File: config.mk
export PLATFORM = sky130hd
export DESIGN_NAME = multicycle_control
export DESIGN_NICKNAME = d
export VERILOG_FILES = /design/src/rtl/mips_pkg.sv /design/src/rtl/multicycle_control.sv
export SDC_FILE = /design/constraint.sdc
export NUM_CORES = 1
export LEC_CHECK = 0
export CAP_MARGIN = 25
export CORE_ASPECT_RATIO = 0.9
export CORE_MARGIN = 2
export CORE_UTILIZATION = 52
export DETAILED_ROUTE_END_ITERATION = 6
export PLACE_DENSITY = 0.88
export SLEW_MARGIN = 20
export SYNTH_ARGS = -nofsm -noshare
export SYNTH_HDL_FRONTEND = slang
export SYNTH_SLANG_ARGS = --single-unit
File: constraint.sdc
create_clock -name clk -period 3 [get_ports clk]
set_input_delay 0.9 -clock clk [delete_from_list [all_inputs] [get_ports clk]]
set_output_delay 0.9 -clock clk [all_outputs]
set_load 0.01 [all_outputs]
File: src/rtl/mips_pkg.sv
// Shared encodings for the multicycle MIPS32 core: opcodes, ALU/mux selects
// and the control FSM state type.
package mips_pkg;

    localparam logic [5:0] OP_RTYPE = 6'b000000;
    localparam logic [5:0] OP_LW    = 6'b100011;
    localparam logic [5:0] OP_SW    = 6'b101011;
    localparam logic [5:0] OP_BEQ   = 6'b000100;
    localparam logic [5:0] OP_ADDI  = 6'b001000;
    localparam logic [5:0] OP_J     = 6'b000010;

    localparam logic [1:0] ALUOP_ADD   = 2'b00;
    localparam logic [1:0] ALUOP_SUB   = 2'b01;
    localparam logic [1:0] ALUOP_FUNCT = 2'b10;

    localparam logic [1:0] SRCB_B       = 2'b00;
    localparam logic [1:0] SRCB_FOUR    = 2'b01;
    localparam logic [1:0] SRCB_IMM     = 2'b10;
    localparam logic [1:0] SRCB_IMM_SH2 = 2'b11;

    localparam logic [1:0] PCSRC_ALU    = 2'b00;
    localparam logic [1:0] PCSRC_ALUOUT = 2'b01;
    localparam logic [1:0] PCSRC_JUMP   = 2'b10;

    typedef enum logic [3:0] {
        S_FETCH    = 4'd0,
        S_DECODE   = 4'd1,
        S_MEMADR   = 4'd2,
        S_MEMRD    = 4'd3,
        S_MEMWB    = 4'd4,
        S_MEMWR    = 4'd5,
        S_EXECUTE  = 4'd6,
        S_ALUWB    = 4'd7,
        S_BRANCH   = 4'd8,
        S_ADDIEXEC = 4'd9,
        S_ADDIWB   = 4'd10,
        S_JUMP     = 4'd11,
        S_ILLEGAL  = 4'd12
    } ctrl_state_t;

    // Opcode dispatch taken from DECODE; anything unsupported traps.
    function automatic ctrl_state_t dispatch(input logic [5:0] op);
        ctrl_state_t ns;
        case (op)
            OP_LW, OP_SW: ns = S_MEMADR;
            OP_RTYPE:     ns = S_EXECUTE;
            OP_BEQ:       ns = S_BRANCH;
            OP_ADDI:      ns = S_ADDIEXEC;
            OP_J:         ns = S_JUMP;
            default:      ns = S_ILLEGAL;
        endcase
        return ns;
    endfunction

endpackage

File: src/rtl/multicycle_control.sv
// Main control FSM of the multicycle MIPS32 core: sequences each instruction,
// drives datapath selects/enables and counts retired instructions.
module multicycle_control
    import mips_pkg::*;
#(
    parameter logic MEM_WAIT_EN = 1'b1,
    parameter int   CNT_W       = 32
) (
    input  logic             clk,
    input  logic             rst_n,
    input  logic [5:0]       opcode,
    input  logic             zero,
    input  logic             mem_ready,
    output logic             pc_en,
    output logic             iord,
    output logic             mem_read,
    output logic             mem_write,
    output logic             ir_write,
    output logic             reg_dst,
    output logic             mem_to_reg,
    output logic             reg_write,
    output logic             alu_src_a,
    output logic [1:0]       alu_src_b,
    output logic [1:0]       alu_op,
    output logic [1:0]       pc_src,
    output logic             instr_done,
    output logic             illegal_op,
    output logic [CNT_W-1:0] instr_count
);

    ctrl_state_t      r_state;
    ctrl_state_t      w_next_state;
    logic             w_ready;
    logic [CNT_W-1:0] r_count;

    assign w_ready     = MEM_WAIT_EN ? mem_ready : 1'b1;
    assign instr_count = r_count;

    // State register; reset abandons any partial instruction.
    always_ff @(posedge clk or negedge rst_n) begin
        if (!rst_n) begin
            r_state <= S_FETCH;
        end else begin
            r_state <= w_next_state;
        end
    end

    // Retired-instruction counter, advances on the edge leaving a retiring state.
    always_ff @(posedge clk or negedge rst_n) begin
        if (!rst_n) begin
            r_count <= {CNT_W{1'b0}};
        end else if (instr_done) begin
            r_count <= r_count + {{(CNT_W-1){1'b0}}, 1'b1};
        end else begin
            r_count <= r_count;
        end
    end

    // Moore output decode and next state; all outputs are forced low while in reset.
    always_comb begin
        pc_en        = 1'b0;
        iord         = 1'b0;
        mem_read     = 1'b0;
        mem_write    = 1'b0;
        ir_write     = 1'b0;
        reg_dst      = 1'b0;
        mem_to_reg   = 1'b0;
        reg_write    = 1'b0;
        alu_src_a    = 1'b0;
        alu_src_b    = SRCB_B;
        alu_op       = ALUOP_ADD;
        pc_src       = PCSRC_ALU;
        instr_done   = 1'b0;
        illegal_op   = 1'b0;
        w_next_state = r_state;
        if (rst_n) begin
            case (r_state)
                S_FETCH: begin
                    mem_read     = 1'b1;
                    alu_src_b    = SRCB_FOUR;
                    ir_write     = w_ready;
                    pc_en        = w_ready;
                    w_next_state = w_ready ? S_DECODE : S_FETCH;
                end
                S_DECODE: begin
                    alu_src_b    = SRCB_IMM_SH2;
                    w_next_state = dispatch(opcode);
                end
                S_MEMADR: begin
                    alu_src_a    = 1'b1;
                    alu_src_b    = SRCB_IMM;
                    w_next_state = (opcode == OP_SW) ? S_MEMWR : S_MEMRD;
                end
                S_MEMRD: begin
                    mem_read     = 1'b1;
                    iord         = 1'b1;
                    w_next_state = w_ready ? S_MEMWB : S_MEMRD;
                end
                S_MEMWB: begin
                    reg_write    = 1'b1;
                    mem_to_reg   = 1'b1;
                    instr_done   = 1'b1;
                    w_next_state = S_FETCH;
                end
                S_MEMWR: begin
                    mem_write    = 1'b1;
                    iord         = 1'b1;
                    instr_done   = w_ready;
                    w_next_state = w_ready ? S_FETCH : S_MEMWR;
                end
                S_EXECUTE: begin
                    alu_src_a    = 1'b1;
                    alu_op       = ALUOP_FUNCT;
                    w_next_state = S_ALUWB;
                end
                S_ALUWB: begin
                    reg_write    = 1'b1;
                    reg_dst      = 1'b1;
                    instr_done   = 1'b1;
                    w_next_state = S_FETCH;
                end
                S_BRANCH: begin
                    alu_src_a    = 1'b1;
                    alu_op       = ALUOP_SUB;
                    pc_src       = PCSRC_ALUOUT;
                    pc_en        = zero;
                    instr_done   = 1'b1;
                    w_next_state = S_FETCH;
                end
                S_ADDIEXEC: begin
                    alu_src_a    = 1'b1;
                    alu_src_b    = SRCB_IMM;
                    w_next_state = S_ADDIWB;
                end
                S_ADDIWB: begin
                    reg_write    = 1'b1;
                    instr_done   = 1'b1;
                    w_next_state = S_FETCH;
                end
                S_JUMP: begin
                    pc_src       = PCSRC_JUMP;
                    pc_en        = 1'b1;
                    instr_done   = 1'b1;
                    w_next_state = S_FETCH;
                end
                S_ILLEGAL: begin
                    illegal_op   = 1'b1;
                    w_next_state = S_ILLEGAL;
                end
                default: begin
                    w_next_state = S_FETCH;
                end
            endcase
        end else begin
            w_next_state = S_FETCH;
        end
    end

endmodule

After elaboration in Yosys (flattened, before gate mapping)
Index checks and enable logic that the tools add are counted.
W data, S select, Z words.
{"block": "op_classes", "eq_ne": 17, "n_reduce_logical": 9, "n_addsub": 1, "muxes": 35}
{"operator": "$add A32 B1 Y32 const B", "n": 1}
{"operator": "$pmux W4 S8", "n": 1}
{"operator": "$mux W1", "n": 21}
{"operator": "$eq A4 B4 Y1 const B", "n": 5}
{"operator": "$pmux W4 S5", "n": 1}
{"operator": "$eq A4 B3 Y1 const B", "n": 4}
{"operator": "$eq A6 B6 Y1 const B", "n": 2}
{"operator": "$mux W3", "n": 3}
{"operator": "$eq A4 B2 Y1 const B", "n": 2}
{"operator": "$pmux W2 S2", "n": 2}
{"operator": "$reduce_or A2 Y1", "n": 4}
{"operator": "$eq A6 B2 Y1 const B", "n": 1}
{"operator": "$eq A6 B3 Y1 const B", "n": 1}
{"operator": "$eq A6 B4 Y1 const B", "n": 1}
{"operator": "$logic_not A6 Y1", "n": 1}
{"operator": "$mux W2", "n": 3}
{"operator": "$pmux W2 S3", "n": 1}
{"operator": "$reduce_or A5 Y1", "n": 1}
{"operator": "$eq A4 B1 Y1 const B", "n": 1}
{"operator": "$logic_not A4 Y1", "n": 1}
{"operator": "$mux W4", "n": 1}
{"operator": "$reduce_or A4 Y1", "n": 1}
{"operator": "$pmux W1 S3", "n": 1}
{"operator": "$reduce_or A3 Y1", "n": 1}
{"operator": "$pmux W1 S2", "n": 1}
{"block": "totals", "in_bits": 10, "regBits": 36}

Longest topological paths before layout
Gate-level depths: netlist of the first run.
{"block": "depth", "depth_word": 5, "depth_mapped": 7}

Least setup slack after synthesis of the first run
Ideal clock, no wire load.
{"block": "synth_timing", "path_type": "in2out", "startpoint": "input rst_n", "endpoint": "output pc_src[0]", "n_path_buf": 2, "path_slack_ns": 0.336, "arrival_ns": 1.764, "cell_stages": 4, "cell_sequence": "clkbuf_1 nand3b_1 nor3_1 buf_4"}
{"block": "synth_between", "elab_chain_len": 1}
{"item": "from (decl)", "line_no": "multicycle_control.sv:10", "rtl": "input logic rst_n,"}
{"item": "$mux W2", "line_no": "multicycle_control.sv:76", "rtl": "if (rst_n) begin"}
{"item": "to (decl)", "line_no": "multicycle_control.sv:25", "rtl": "output logic [1:0] pc_src,"}
Every way passes these cells.

Worst setup path after layout of the first run
{"block": "layout_timing", "startpoint": "register r_state[0]", "endpoint": "output alu_src_a"}
{"block": "layout_between", "elab_chain_len": 4}
{"item": "from (decl)", "line_no": "multicycle_control.sv:31", "rtl": "ctrl_state_t r_state;"}
{"item": "from (signal assigned)", "line_no": "multicycle_control.sv:44", "rtl": "r_state <= w_next_state;"}
{"item": "$eq A4 B4 Y1, or another cell as far along", "line_no": "multicycle_control.sv:77", "rtl": "case (r_state)"}
{"item": "$reduce_or A4 Y1 (no line) (*)"}
{"item": "$mux W1 (*)", "line_no": "multicycle_control.sv:77"}
{"item": "$mux W1 (*)", "line_no": "multicycle_control.sv:76"}
{"item": "to (decl)", "line_no": "multicycle_control.sv:22", "rtl": "output logic alu_src_a,"}
Mark *: on every way between the ends. The rest lies on a longest branch, timed or not.

==> results.cfg, run 1 <==
[yosys]
synthTopCellsByArea = dfrtp_1, xnor2_1, nand4_1
synth_top_area_share_pct = 42.4
yosysSeqAreaShare_pct = 42.4
yosys_register_bits = 36
yosysWarnings = 0
avgSynthCellArea_sq_um = 9.71
ys_async_sr_fraction_pct = 100
synthesis.area_sq_um = 2130
syn_nets = 230
synth_largest_area_cell = dfrtp_1
synth_edf_count = 0
synthFlopType = dfrtp_1
syn_inst = 219
synthDistinctLibCells = 46

[timing]
tns_ns = 0
fin_crit_ns = 2.94
skew_ns = 0.00707
worst_pin_slew_ns = 0.746
fin_hold_ws_ns = 0.468
setup_violations = 0
slew_viol_final = 0
fmax_mhz = 340
finalHoldViolations = 0
slew_headroom_pct = 50.3
rsz0062_at_grt = no
fin_crit_sh_pct = 98.0

[worst_hold_path]
hold_class = reg2reg

[placed_design]
dp_hpwl_um = 3720
place.gp.congestion = 0.849
portBuffers = 58
placedCellCount = 324

[clock_network]
insertion_delay_ns = 0.29
max-clock-path-buffers = 2
cts_tree = done
cts.htree.levels = 2
root_buffer = clkbuf_8
numClockSinks = 36
clk_pin_slew_ns = 0.07
hold_buffers = 0
cts_buffers = 5
post_cts_buffers = 0

[floorplanning]
ioPinCount = 59
initial_core_util_pct = 53.3
die_h_um = 64.7
core_sq_um = 3990
rows = 22
die_w_um = 71.4
die-area_sq_um = 4620

[setup_path]
path_class = reg2out
crit_buf_inv = 1
required_ns = 2.10
reg2regPathDepth = 5
arrival_ns = 2.04
path_cells = or2b_1 > nor2_1 > o21a_1 > clkdlybuf4s50_1
slowest_stage = clkdlybuf4s50_1
critPathCapture = alu_src_a
r2r-end = instr_count[21]
max_stage_delay_ns = 0.53
path_delay_family = simple AND/OR/NAND/NOR gates
startpoint_type = flip-flop
ff2ff_setup_slack_ns = 0.74
end_kind = output pin
r2r-start = instr_count[4]
worst-path-stages = 4
crit_fanout = 11
startpoint = r_state[0]

[finish]
fin_cells = 332
n_antenna_cell = 0
fin_nets = 294
syn2layout_area_growth_pct = 37.6
fin_util_pct = 73.3
layout-drive-gt1-share_pct = 15.5

[power]
combinationalPowerShare_pct = 18.9
finalPower_mw = 1.26
switching_share_pct = 25.9
p_seq_share_pct = 44.7
power_leakage_nw = 1.17
p_per_area_nw_per_um2 = 432
p_sw_mw = 0.327
peakVddDrop_uv = 298
p_int_mw = 0.936
pwr-share-clk_pct = 36.4

[grt]
grt_pass1_vias = 1891
grt_max_degree = 18
grt_first_pass_wirelength_um = 8750
grt.total_usage_pct = 23.9
antenna_found_initial = 0
grt-ovfl-total = 0

[detailed_routing]
drt_iter0_drc = 123
drc = 0
ant_nets = 0
totalWireLength_um = 5490
routedWlPerCell_um = 16.5
first_pass_iters = 4
viasPerCell = 5.86
vias = 1947

[outcome]
outcome = complete, no violations

[job]
maxCapViolCount = 0
-- synthesized netlist by cell type (2+ instances only) --
library cell,n
and2_1,3
o21ai_0,5
nor3_1,11
buf_4,4
nand3b_1,2
nand3_1,7
xor2_1,5
clkbuf_1,4
nor2_1,22
o22ai_1,3
nor2b_1,8
buf_1,2
nor3_2,2
a21oi_1,3
nand2_1,12
dfrtp_1,36
and3_1,7
nand2b_1,3
nand3_2,7
a31oi_1,2
xnor2_1,30
and4_1,3
nor3b_1,2
nand4_1,14
-- state kept, by name (all words and copies together), names as in the netlist --
| signal | cells |
|---|---|
| instr_count | 32 |
| r_state | 4 |
-- final cells by class --
type	instances	area, sq um
fillers	275	1070
inverters	1	3.75
flip-flops and latches	36	905
clock buffers	7	96.3
clock inverters	1	30.0
repair buffers	70	689
well taps	48	60.1
multi-input cells	169	1140
-- kinds of logic (layout without fill, tap and decap cells) --
group	after synthesis	after routing	share of synthesized area (%)
AOI/OAI and AO/OA	22	22	7.12
muxes	1	1	0.530
and+or+nand+nor	110	110	30.6
buffers and inverters	14	79	4.36
xor gates and xnor gates	35	35	14.4
adders and majority gates	1	1	0.588
DFF	36	36	42.4
-- worst min-delay path by stage --
stage / from / end / slack, ns / cells after the start
global placement: instr_count[31] / instr_count[31] / 0.46 / 1
finish: instr_count[31] / instr_count[31] / 0.47 / 1
global route: instr_count[31] / instr_count[31] / 0.50 / 1
floorplan: instr_count[31] / instr_count[31] / 0.51 / 1
detailed placement: instr_count[31] / instr_count[31] / 0.47 / 1
CTS: instr_count[31] / instr_count[31] / 0.47 / 1
-- routing by layer --
| layer | up-vias | part of all wire, % | GRT usage (%) | routed length [um] |
|---|---|---|---|---|
| li1 | 904 | - | - | - |
| met1 | 960 | 42 | 31.4 | 2320 |
| met2 | 72 | 50 | 39.4 | 2750 |
| met3 | 11 | 6.0 | 4.67 | 331 |
| met4 | 0 | 1.6 | 8.73 | 86 |
| met5 | - | 0 | 0 | 0 |
-- through the flow --
stage | setup WS, ns | cell area (sq um)
after floorplan | 0.336 | 2130
after global placement | -0.317 | 2790
after detailed placement | -0.363 | 2790
after CTS | 0.0246 | 2920
after global routing | 0.00686 | 2920
final | 0.0594 | 2920
-- power by group through the flow --
| stage | clock network, mW | logic (mW) | registers [mW] |
|---|---|---|---|
| global route | 0.487 | 0.257 | 0.571 |
| floorplan | 0 | 0.112 | 0.565 |
| CTS | 0.466 | 0.238 | 0.564 |
| finish | 0.460 | 0.239 | 0.564 |
| detailed placement | 0 | 0.237 | 0.572 |
| global placement | 0 | 0.232 | 0.569 |
-- repair_timing --
action,4_1_cts,5_1_grt
cloned,0,0
endpoints found under the setup margin,3,8
gates resized for setup,9,5
pin swaps,0,2
-- layout by cell type, fill, tap and decap left out, types with 2 or more instances in the layout --
| cell | count |
|---|---|
| clkbuf_8 | 7 |
| xor2_1 | 5 |
| and4_1 | 3 |
| nand2b_1 | 3 |
| nand3b_1 | 2 |
| nand2_1 | 12 |
| nor3_1 | 11 |
| and3_1 | 7 |
| nor2b_1 | 8 |
| o22ai_1 | 3 |
| a31oi_1 | 2 |
| and2_1 | 3 |
| buf_4 | 10 |
| dfrtp_2 | 3 |
| dfrtp_1 | 33 |
| nand4_1 | 14 |
| clkdlybuf4s50_1 | 53 |
| nand3_2 | 7 |
| nor3_2 | 2 |
| nor2_1 | 21 |
| buf_12 | 2 |
| xnor2_1 | 30 |
| nor3b_1 | 2 |
| a21oi_1 | 3 |
| nand3_1 | 7 |
| o21ai_0 | 5 |
Power figures use the tool's default switching activity.
==> run 2, diff against run 1 <==
--- a/config.mk
+++ b/config.mk
@@ -5,6 +5,7 @@
 export SDC_FILE = /design/constraint.sdc
 export NUM_CORES = 1
 export LEC_CHECK = 0
+export ABC_CLOCK_PERIOD_IN_PS = 3000
 export CAP_MARGIN = 25
 export CORE_ASPECT_RATIO = 0.9
 export CORE_MARGIN = 2
==> results of run 2 <==
Final layout, timing and power as in run 1 (identical DEF).
